**config.mk**
```make
export PLATFORM = sky130hd
export DESIGN_NAME = glitc_intercom_tx_framer
export DESIGN_NICKNAME = d
export VERILOG_FILES = /design/src/rtl/glitc_intercom_pkg.sv /design/src/rtl/glitc_intercom_tx_fifo.sv /design/src/rtl/glitc_intercom_tx_framer.sv
export SDC_FILE = /design/constraint.sdc
export NUM_CORES = 1
export LEC_CHECK = 0
export ABC_AREA = 1
export CORE_MARGIN = 5
export CORE_UTILIZATION = 55
export DETAILED_ROUTE_END_ITERATION = 10
export PLACE_DENSITY = 0.87
export SYNTH_ARGS = -nofsm -noshare
export SYNTH_HDL_FRONTEND = slang
export SYNTH_SLANG_ARGS = --single-unit
```
**constraint.sdc**
```tcl
create_clock -name sysclk_i -period 2.6 [get_ports sysclk_i]
set_input_delay 0.39 -clock sysclk_i [delete_from_list [all_inputs] [get_ports sysclk_i]]
set_output_delay 0.39 -clock sysclk_i [all_outputs]
set_load 0.05 [all_outputs]
```
**src/rtl/glitc_intercom_pkg.sv**
```systemverilog
// Shared state type, lane patterns and lane geometry for the GLITC intercom transmit framer.
// Defining GLITC_INTERCOM_PARITY_EN adds one uninverted even-parity lane above the data lanes.
package glitc_intercom_pkg;

    localparam int LANE_BITS = 4;

    typedef enum logic [1:0] {
        ST_OFF   = 2'd0,
        ST_TRAIN = 2'd1,
        ST_SYNC  = 2'd2,
        ST_DATA  = 2'd3
    } state_e;

    localparam logic [LANE_BITS-1:0] NIB_IDLE  = 4'b1111;
    localparam logic [LANE_BITS-1:0] NIB_TRAIN = 4'b1010;
    localparam logic [LANE_BITS-1:0] NIB_SYNC  = 4'b1100;

`ifdef GLITC_INTERCOM_PARITY_EN
    localparam int PARITY_LANES = 1;
`else
    localparam int PARITY_LANES = 0;
`endif

endpackage

```
**src/rtl/glitc_intercom_tx_fifo.sv**
```systemverilog
// Payload FIFO for the intercom framer: synchronous, first-word-fall-through, with a
// flush that empties it in one edge. Occupancy carries one extra bit to tell full from empty.
module glitc_intercom_tx_fifo #(
    parameter int WIDTH = 20,
    parameter int DEPTH = 4
) (
    input  logic             clk_i,
    input  logic             rst_n_i,
    input  logic             flush_i,
    input  logic             push_i,
    input  logic [WIDTH-1:0] wdata_i,
    input  logic             pop_i,
    output logic [WIDTH-1:0] rdata_o,
    output logic             empty_o,
    output logic             full_o
);

    localparam int AW = $clog2(DEPTH);
    localparam logic [AW:0]   FULL_CNT = (AW+1)'(DEPTH);
    localparam logic [AW:0]   CNT_ONE  = (AW+1)'(1);
    localparam logic [AW-1:0] PTR_ONE  = AW'(1);

    logic [WIDTH-1:0] mem_q [DEPTH];
    logic [AW-1:0]    wr_ptr_q, wr_ptr_d;
    logic [AW-1:0]    rd_ptr_q, rd_ptr_d;
    logic [AW:0]      count_q, count_d;
    logic             do_push_s, do_pop_s;

    assign empty_o   = (count_q == '0);
    assign full_o    = (count_q == FULL_CNT);
    assign rdata_o   = mem_q[rd_ptr_q];
    assign do_push_s = push_i & ~full_o;
    assign do_pop_s  = pop_i & ~empty_o;

    // Pointer and occupancy next-state; flush overrides any push or pop in the same cycle.
    always_comb begin
        wr_ptr_d = wr_ptr_q;
        rd_ptr_d = rd_ptr_q;
        count_d  = count_q;
        if (flush_i) begin
            wr_ptr_d = '0;
            rd_ptr_d = '0;
            count_d  = '0;
        end else begin
            if (do_push_s) begin
                wr_ptr_d = wr_ptr_q + PTR_ONE;
            end else begin
                wr_ptr_d = wr_ptr_q;
            end
            if (do_pop_s) begin
                rd_ptr_d = rd_ptr_q + PTR_ONE;
            end else begin
                rd_ptr_d = rd_ptr_q;
            end
            case ({do_push_s, do_pop_s})
                2'b10:   count_d = count_q + CNT_ONE;
                2'b01:   count_d = count_q - CNT_ONE;
                default: count_d = count_q;
            endcase
        end
    end

    // Pointer and occupancy registers.
    always_ff @(posedge clk_i or negedge rst_n_i) begin
        if (!rst_n_i) begin
            wr_ptr_q <= '0;
            rd_ptr_q <= '0;
            count_q  <= '0;
        end else begin
            wr_ptr_q <= wr_ptr_d;
            rd_ptr_q <= rd_ptr_d;
            count_q  <= count_d;
        end
    end

    // Storage array write port.
    always_ff @(posedge clk_i) begin
        if (do_push_s && !flush_i) begin
            mem_q[wr_ptr_q] <= wdata_i;
        end
    end

endmodule

```
**src/rtl/glitc_intercom_tx_framer.sv**
```systemverilog
// GLITC intercom transmit framer: builds the OSERDES parallel word from IDLE/TRAIN/SYNC patterns
// and FIFO payload, with periodic SYNC slots. GLITC_INTERCOM_PARITY_EN adds a parity lane.
module glitc_intercom_tx_framer
    import glitc_intercom_pkg::*;
#(
    parameter int                NLANES      = 5,
    parameter int                FIFO_DEPTH  = 4,
    parameter int                SYNC_PERIOD = 64,
    parameter logic [NLANES-1:0] INVERT_MASK = {NLANES{1'b0}}
) (
    input  logic                                         sysclk_i,
    input  logic                                         rst_n_i,
    input  logic                                         en_i,
    input  logic                                         train_i,
    input  logic [NLANES*LANE_BITS-1:0]                  payload_i,
    input  logic                                         valid_i,
    output logic                                         ready_o,
    output logic [(NLANES+PARITY_LANES)*LANE_BITS-1:0]   oq_data_o,
    output logic                                         oce_o,
    output logic                                         frame_o,
    output logic                                         underrun_o
);

    localparam int DW = NLANES * LANE_BITS;
    localparam int OW = (NLANES + PARITY_LANES) * LANE_BITS;
    localparam int CW = $clog2(SYNC_PERIOD);

    localparam logic [CW-1:0] SLOT_LAST  = CW'(SYNC_PERIOD - 1);
    localparam logic [CW-1:0] SLOT_ONE   = CW'(1);
    localparam logic [DW-1:0] IDLE_WORD  = {NLANES{NIB_IDLE}};
    localparam logic [DW-1:0] TRAIN_WORD = {NLANES{NIB_TRAIN}};
    localparam logic [DW-1:0] SYNC_WORD  = {NLANES{NIB_SYNC}};

    function automatic logic [DW-1:0] expand_mask(input logic [NLANES-1:0] m);
        logic [DW-1:0] bits;
        bits = '0;
        for (int i = 0; i < NLANES; i++) begin
            bits[i*LANE_BITS +: LANE_BITS] = {LANE_BITS{m[i]}};
        end
        return bits;
    endfunction

    localparam logic [DW-1:0] INV_BITS = expand_mask(INVERT_MASK);

`ifdef GLITC_INTERCOM_PARITY_EN
    localparam logic [OW-1:0] RST_WORD = {NIB_IDLE, IDLE_WORD ^ INV_BITS};

    function automatic logic [LANE_BITS-1:0] lane_parity(input logic [DW-1:0] w);
        logic [LANE_BITS-1:0] p;
        p = 4'h0;
        for (int i = 0; i < NLANES; i++) begin
            p = p ^ w[i*LANE_BITS +: LANE_BITS];
        end
        return p;
    endfunction
`else
    localparam logic [OW-1:0] RST_WORD = IDLE_WORD ^ INV_BITS;
`endif

    state_e          state_q, state_d;
    logic [CW-1:0]   slot_q, slot_d;
    logic [OW-1:0]   oq_q;
    logic            oce_q, frame_q, underrun_q, run_q;

    logic [DW-1:0]   word_s;
    logic [OW-1:0]   out_s;
    logic            pop_s, frame_s, underrun_s;
    logic            push_s, flush_s;
    logic [DW-1:0]   fifo_rdata_s;
    logic            fifo_empty_s, fifo_full_s;

    assign ready_o    = run_q & ~fifo_full_s;
    assign push_s     = valid_i & ready_o;
    assign flush_s    = ~en_i;
    assign oq_data_o  = oq_q;
    assign oce_o      = oce_q;
    assign frame_o    = frame_q;
    assign underrun_o = underrun_q;

    glitc_intercom_tx_fifo #(
        .WIDTH (DW),
        .DEPTH (FIFO_DEPTH)
    ) u_fifo (
        .clk_i   (sysclk_i),
        .rst_n_i (rst_n_i),
        .flush_i (flush_s),
        .push_i  (push_s),
        .wdata_i (payload_i),
        .pop_i   (pop_s),
        .rdata_o (fifo_rdata_s),
        .empty_o (fifo_empty_s),
        .full_o  (fifo_full_s)
    );

    // Link state, slot counter and pre-inversion lane word for the current cycle.
    always_comb begin
        state_d    = state_q;
        slot_d     = slot_q;
        word_s     = IDLE_WORD;
        pop_s      = 1'b0;
        frame_s    = 1'b0;
        underrun_s = 1'b0;
        if (!en_i) begin
            state_d = ST_OFF;
            slot_d  = '0;
        end else begin
            case (state_q)
                ST_OFF: begin
                    if (train_i) begin
                        state_d = ST_TRAIN;
                    end else begin
                        state_d = ST_SYNC;
                    end
                end
                ST_TRAIN: begin
                    word_s = TRAIN_WORD;
                    if (train_i) begin
                        state_d = ST_TRAIN;
                    end else begin
                        state_d = ST_SYNC;
                    end
                end
                ST_SYNC: begin
                    word_s  = SYNC_WORD;
                    frame_s = 1'b1;
                    slot_d  = '0;
                    state_d = ST_DATA;
                end
                ST_DATA: begin
                    // The last slot of each period is reserved for SYNC and never pops.
                    if (slot_q == SLOT_LAST) begin
                        slot_d  = '0;
                        word_s  = SYNC_WORD;
                        frame_s = 1'b1;
                    end else begin
                        slot_d = slot_q + SLOT_ONE;
                        if (fifo_empty_s) begin
                            underrun_s = 1'b1;
                        end else begin
                            pop_s  = 1'b1;
                            word_s = fifo_rdata_s;
                        end
                    end
                    if (train_i) begin
                        state_d = ST_TRAIN;
                    end else begin
                        state_d = ST_DATA;
                    end
                end
                default: begin
                    state_d = ST_OFF;
                    slot_d  = '0;
                end
            endcase
        end
    end

`ifdef GLITC_INTERCOM_PARITY_EN
    logic                 in_data_s;
    logic [LANE_BITS-1:0] par_lane_s;

    assign in_data_s = en_i & (state_q == ST_DATA);

    // Parity lane: even parity of the un-inverted data lanes in DATA, the state pattern elsewhere.
    always_comb begin
        if (in_data_s) begin
            par_lane_s = lane_parity(word_s);
        end else begin
            par_lane_s = word_s[LANE_BITS-1:0];
        end
    end

    assign out_s = {par_lane_s, word_s ^ INV_BITS};
`else
    assign out_s = word_s ^ INV_BITS;
`endif

    // State, slot counter and registered output stage.
    always_ff @(posedge sysclk_i or negedge rst_n_i) begin
        if (!rst_n_i) begin
            state_q    <= ST_OFF;
            slot_q     <= '0;
            oq_q       <= RST_WORD;
            oce_q      <= 1'b0;
            frame_q    <= 1'b0;
            underrun_q <= 1'b0;
            run_q      <= 1'b0;
        end else begin
            state_q    <= state_d;
            slot_q     <= slot_d;
            oq_q       <= out_s;
            oce_q      <= en_i;
            frame_q    <= frame_s;
            underrun_q <= underrun_s;
            run_q      <= 1'b1;
        end
    end

endmodule

```
# Yosys cells after proc, flatten, opt, wreduce, memory -nomap -nowiden
# Memory sizes are Yosys's and may differ from the RTL's.
# Index checks and enable logic that the tools add are counted.
classes:
  n_lt_le_gt_ge: 0
  reduce_logical: 4
  eq_ne: 11
  multipliers: 0
  div: 0
  bitwise_logic: 6
  n_addsub: 5
  shifts: 0
  mux: 30
op_table:
  columns: ["op", "count"]
  rows:
  - ["20-bit two-way mux", 3]
  - ["20-bit case mux with 3 select lines", 1]
  - ["2-bit two-way mux", 7]
  - ["1-bit two-way mux", 12]
  - ["6-bit two-way mux", 2]
  - ["6-bit case mux with 2 select lines", 1]
  - ["6-bit by 1-bit adder with 6-bit output, second input constant", 1]
  - ["2-bit == test, second input constant", 3]
  - ["6-bit == test, second input constant", 1]
  - ["3-bit by 1-bit != test with 1-bit output, second input constant", 2]
  - ["2-bit case mux with 3 select lines", 1]
  - ["3-bit case mux with 2 select lines", 1]
  - ["2-bit by 1-bit adder with 2-bit output, second input constant", 2]
  - ["1-bit bitwise AND", 4]
  - ["2-bit by 1-bit == test with 1-bit output, second input constant", 2]
  - ["2-bit by 1-bit != test with 1-bit output, second input constant", 2]
  - ["3-bit by 1-bit adder with 3-bit output, second input constant", 1]
  - ["3-bit == test, second input constant", 1]
  - ["3-bit zero test", 1]
  - ["3-bit two-way mux", 1]
  - ["3-bit by 1-bit subtractor with 3-bit output, second input constant", 1]
  - ["2-bit zero test", 1]
  - ["1-bit NOT", 2]
  - ["1-bit case mux with 2 select lines", 1]
  - ["other kinds (2)", 2]
word_totals:
  ramBits: 80
  memories: 1
  in_bits: 25
  out_inout_bits: 24
  latchBits: 0
  reg_bits: 39
  wordCells: 67
  romBits: 0
mem_list:
  columns: ["name", "depth", "word_bits", "read_ports", "rd_ports_with_merged_regs", "write_ports", "line_no", "source"]
  rows:
  - ["u_fifo.mem_q", 4, 20, 1, 0, 1, "glitc_intercom_tx_fifo.sv:23", "logic [WIDTH-1:0] mem_q [DEPTH];"]

# Logic depth before layout (Yosys ltp)
logic_depth:
  depth_word: 9
  mapped_depth: 13
  depth_no_buf: 13

# Modules after synthesis
# A second synthesis with hierarchy kept.
hier_totals:
  hier_cells: 412
  area_unflattened_um2: 4897.2
by_module_without_submodules:
  columns: ["mod", "seq_area_each_um2", "cells_per_inst", "n_inst", "area_each_um2"]
  rows:
  - ["glitc_intercom_tx_fifo", 2577.5, 264, 1, 3499.6]
  - ["glitc_intercom_tx_framer", 825.8, 148, 1, 1397.6]

# Least setup slack after synthesis
# OpenSTA, ideal clock, no wires.
synth_path:
  path_type: "register to register"
  start: "register u_fifo.count_q[0]"
  end: "memory u_fifo.mem_q[0][0], enable pin"
  setup_slack_ns: 0.484
  synth_period_minus_slack_ns: 2.116
  stages_incl_launch_ff: 7
  n_path_buf: 0
  t_required_ns: 2.203
  arrival_time_ns: 1.719
  setup_time_ns: 0.397
  path_cell_list: "dfrtp_1 -> nor2_1 -> nand2_1 -> nand3_2 -> inv_1 -> nand2_1 -> nor2_1"
synth_via:
  elab_chain_cells: 8
synth_lines:
  columns: ["item", "line_no", "source"]
  rows:
  - ["from (decl)", "glitc_intercom_tx_fifo.sv:26", "logic [AW:0] count_q, count_d;"]
  - ["from (signal assigned)", "glitc_intercom_tx_fifo.sv:72", "count_q <= count_d;"]
  - ["3-bit == test *", "glitc_intercom_tx_fifo.sv:30", "assign full_o = (count_q == FULL_CNT);"]
  - ["1-bit NOT *", "glitc_intercom_tx_fifo.sv:32, glitc_intercom_tx_framer.sv:72", null]
  - ["1-bit bitwise AND", "glitc_intercom_tx_framer.sv:72", "assign ready_o = run_q & ~fifo_full_s;"]
  - ["1-bit bitwise AND", "glitc_intercom_tx_framer.sv:73", "assign push_s = valid_i & ready_o;"]
  - ["1-bit bitwise AND *", "glitc_intercom_tx_fifo.sv:32", "assign do_push_s = push_i & ~full_o;"]
  - ["1-bit logical AND *", "glitc_intercom_tx_fifo.sv:78", "if (do_push_s && !flush_i) begin"]
  - ["1-bit two-way mux *", "glitc_intercom_tx_fifo.sv:78", null]
  - ["1-bit two-way mux (implied by the code) *", "glitc_intercom_tx_fifo.sv:79", "mem_q[wr_ptr_q] <= wdata_i;"]
  - ["to (decl)", "glitc_intercom_tx_fifo.sv:23", null]
# Every way passes the cells marked *; elsewhere a longest branch is shown, timed or not.

# Worst setup path in the final report
layout_path:
  start: "register oq_q[10], in the netlist oq_data_o[10]"
  end: "output oq_data_o[10]"
layout_rtl:
  columns: ["item", "line_no", "source"]
  rows:
  - ["from (decl)", "glitc_intercom_tx_framer.sv:62", "logic [OW-1:0] oq_q;"]
  - ["from (signal assigned)", "glitc_intercom_tx_framer.sv:191", "oq_q <= out_s;"]
  - ["to (decl)", "glitc_intercom_tx_framer.sv:18", "output logic [(NLANES+PARITY_LANES)*LANE_BITS-1:0] oq_data_o,"]
# No word-level cell between the ends.

==> flow_metrics.env <==
export IMPL_min_path_type="in2async"
export IMPL_cts_buffers=17
export IMPL_cts_root_buf="clkbuf_8"
export IMPL_worstSetupPathType="reg2out"
export IMPL_hold_viol_final=0
export IMPL_maxCapViolations=0
export IMPL_cts_hold_buf=0
export IMPL_synth_compound_gate_area_share=0.105
export IMPL_grtUsageTotal=0.213
export IMPL_num_vias=3170
export IMPL_grt_start_max_net_pins=47
export IMPL_crit_path_start_kind="flip-flop"
export IMPL_synth_distinct_cells=34
export IMPL_postCtsSetupBuffers=0
export IMPL_ir_drop_mv=0.464
export IMPL_initial_utilization=0.568
export IMPL_power_leakage_nw=2.38
export IMPL_clkSinkCount=119
export IMPL_critPathMaxStageDelay_ns=0.80
export IMPL_clk_pin_slew_ns=0.06
export IMPL_fin_tns_setup_ns=0
export IMPL_wl_per_cell_um=18.5
export IMPL_syn_nets=407
export IMPL_grt_pass1_wl_um=16500
export IMPL_async_reset_ff_frac=0.328
export IMPL_mostFrequentLayoutCell="edfxtp_1"
export IMPL_post_place_ws_ns=0.257
export IMPL_rsz0062_at_grt="false"
export IMPL_busiest_layer="met2"
export IMPL_die_area_um2=10500
export IMPL_drc=0
export IMPL_wl_um=10400
export IMPL_yosys_warnings=0
export IMPL_p_per_area_nw_per_um2=782
export IMPL_gp_congestion=0.842
export IMPL_p_switching_mw=1.01
export IMPL_first_pass_iters=7
export IMPL_antenna_found_initial=0
export IMPL_p_int_mw=3.63
export IMPL_syn_instance_count=376
export IMPL_cp_arrival_ns=1.84
export IMPL_synth_edf_count=80
export IMPL_syn_to_final_growth_pct=25.7
export IMPL_use_met2=0.368
export IMPL_yosys_area_share_simple=0.107
export IMPL_fill_cells=505
export IMPL_clock_power_share=0.484
export IMPL_timing_hold_ws_ns=0.00241
export IMPL_path_delay_family="buffers and inverters"
export IMPL_num_antenna_cells=0
export IMPL_slowest_stage="clkdlybuf4s50_1"
export IMPL_cts_tree="yes"
export IMPL_fin_crit_sh=0.857
export IMPL_num_rows=33
export IMPL_setup_viol=0
export IMPL_fin_ws_ns=0.371
export IMPL_fmax_mhz=449
export IMPL_fin_skew_ns=0.0123
export IMPL_post_dp_hpwl_um=6250
export IMPL_pwr_share_comb=0.062
export IMPL_syn_area_um2=4720
export IMPL_io_pins=49
export IMPL_outcome="completed"
export IMPL_rrSetupSlack_ns=0.43
export IMPL_cp_data_required_time_ns=2.21
export IMPL_synthMuxAreaShare=0
export IMPL_core_area_um2=8300
export IMPL_grt_pass1_vias=3334
export IMPL_worst_slew_pin_slew_ns=0.866
export IMPL_maxSlewViolCount=0
export IMPL_grtUsageMet1=0.242
export IMPL_synthXorXnorAreaFrac=0.00371
export IMPL_final_cell_mix="edfxtp_1, nand2_1, clkdlybuf4s50_1, inv_1, o21ai_0"
export IMPL_ys_flop_type="edfxtp_1"
export IMPL_dp_cells=529
export IMPL_seqPwrFrac=0.453
export IMPL_use_met3=0.0622
export IMPL_final_nets=474
export IMPL_syn_avg_cell_area_um2=12.5
export IMPL_synthAdderAreaFrac=0.0175
export IMPL_cp_num_buf_inv=1
export IMPL_worstSetupEndpointType="output port"
export IMPL_fin_crit_ns=2.23
export IMPL_gr_total_overflow=0
export IMPL_cp_max_fo=1
export IMPL_relSlewSlack=0.423
export IMPL_io_buffers=48
export IMPL_synth_top_family_by_area="simple AND/OR/NAND/NOR gates"
export IMPL_switching_share=0.218
export IMPL_final_cells=561
export IMPL_cts_resized=0
export IMPL_drive_above_1_share=0.162
export IMPL_die_h_um=103
export IMPL_ant_nets=0
export IMPL_ctsLongestPathBuffers=2
export IMPL_via_per_inst=5.65
export IMPL_drtIter0Drc=302
export IMPL_fin_util=0.714
export IMPL_ys_seq_area_frac=0.721
export IMPL_die_w_um=103
export IMPL_htreeDepth=4
export IMPL_ys_ff_latch=119
export IMPL_crit_chain="clkdlybuf4s50_1"
export IMPL_clk_latency_ns=0.51
[power groups by stage]
stage          Sequential, mW  Combinational [mW]  Clock (mW)
3_3_place_gp             2.13               0.276           0
6_report                 2.10               0.288        2.25
4_1_cts                  2.10               0.290        2.27
2_1_floorplan            2.21              0.0812           0
5_1_grt                  2.11               0.310        2.36
3_5_place_dp             2.14               0.286           0
[registers in the layout (all words and copies together), names as in the netlist]
signal           flops
frame_o              1
oce_o                1
oq_data_o           20
run_q                1
slot_q               6
state_q              2
u_fifo.count_q       3
u_fifo.mem_q        80
u_fifo.rd_ptr_q      2
u_fifo.wr_ptr_q      2
underrun_o           1
[per-layer routing]
metal	part of all wire	vias to the layer above
met5	0	-
met4	0.032	0
met3	0.051	36
met2	0.54	143
met1	0.38	1537
li1	-	1454
[Yosys cell counts (all sizes together) (5+ instances only)]
| master | n | area [um2] |
|---|---|---|
| nor2 | 36 | 160 |
| o221ai | 10 | 87.6 |
| o21ai | 33 | 165 |
| dfstp | 20 | 526 |
| dfrtp | 19 | 475 |
| inv | 35 | 131 |
| nand3 | 10 | 60.1 |
| edfxtp | 80 | 2400 |
| nand2 | 66 | 258 |
| buf | 9 | 50.0 |
| a21oi | 27 | 135 |
| a22oi | 5 | 37.5 |
| ha | 5 | 62.6 |
| clkbuf | 5 | 28.8 |
[final timing paths]
kind | from | end | depth (start not counted)
worst max-delay path | oq_data_o[10] | oq_data_o[10] | 1
worst min-delay path | rst_n_i | u_fifo.wr_ptr_q[0] | 1
worst max register to register | slot_q[0] | u_fifo.count_q[2] | 13
worst min register to register | u_fifo.count_q[1] | u_fifo.count_q[1] | 2
max in group asynchronous | rst_n_i | slot_q[3] | 1
min in group sysclk_i | train_i | state_q[1] | 2
[metrics by stage]
step                      cell area (um2)  total power, mW
after floorplan                      4720             2.29
after CTS                            5930             4.66
after global routing                 5930             4.78
after global placement               5350             2.41
after detailed placement             5350             2.42
final                                5930             4.64
[cell families after synthesis]
| group | count (synthesis) |
|---|---|
| compound gates | 83 |
| flops | 119 |
| other cells | 1 |
| fa+ha+maj | 6 |
| xor+xnor | 2 |
| buf+inv | 49 |
| simple gates | 116 |
[layout make-up]
class,instances,area (um2),share of cell area
well taps,105,131,0.0222
multi-input cells,208,1100,0.186
flip-flops and latches,119,3400,0.574
clock inverters,14,159,0.0268
inverters,35,131,0.0222
repair buffers,62,583,0.0983
clock buffers,18,418,0.0705
(Power assumes the default switching activity.)
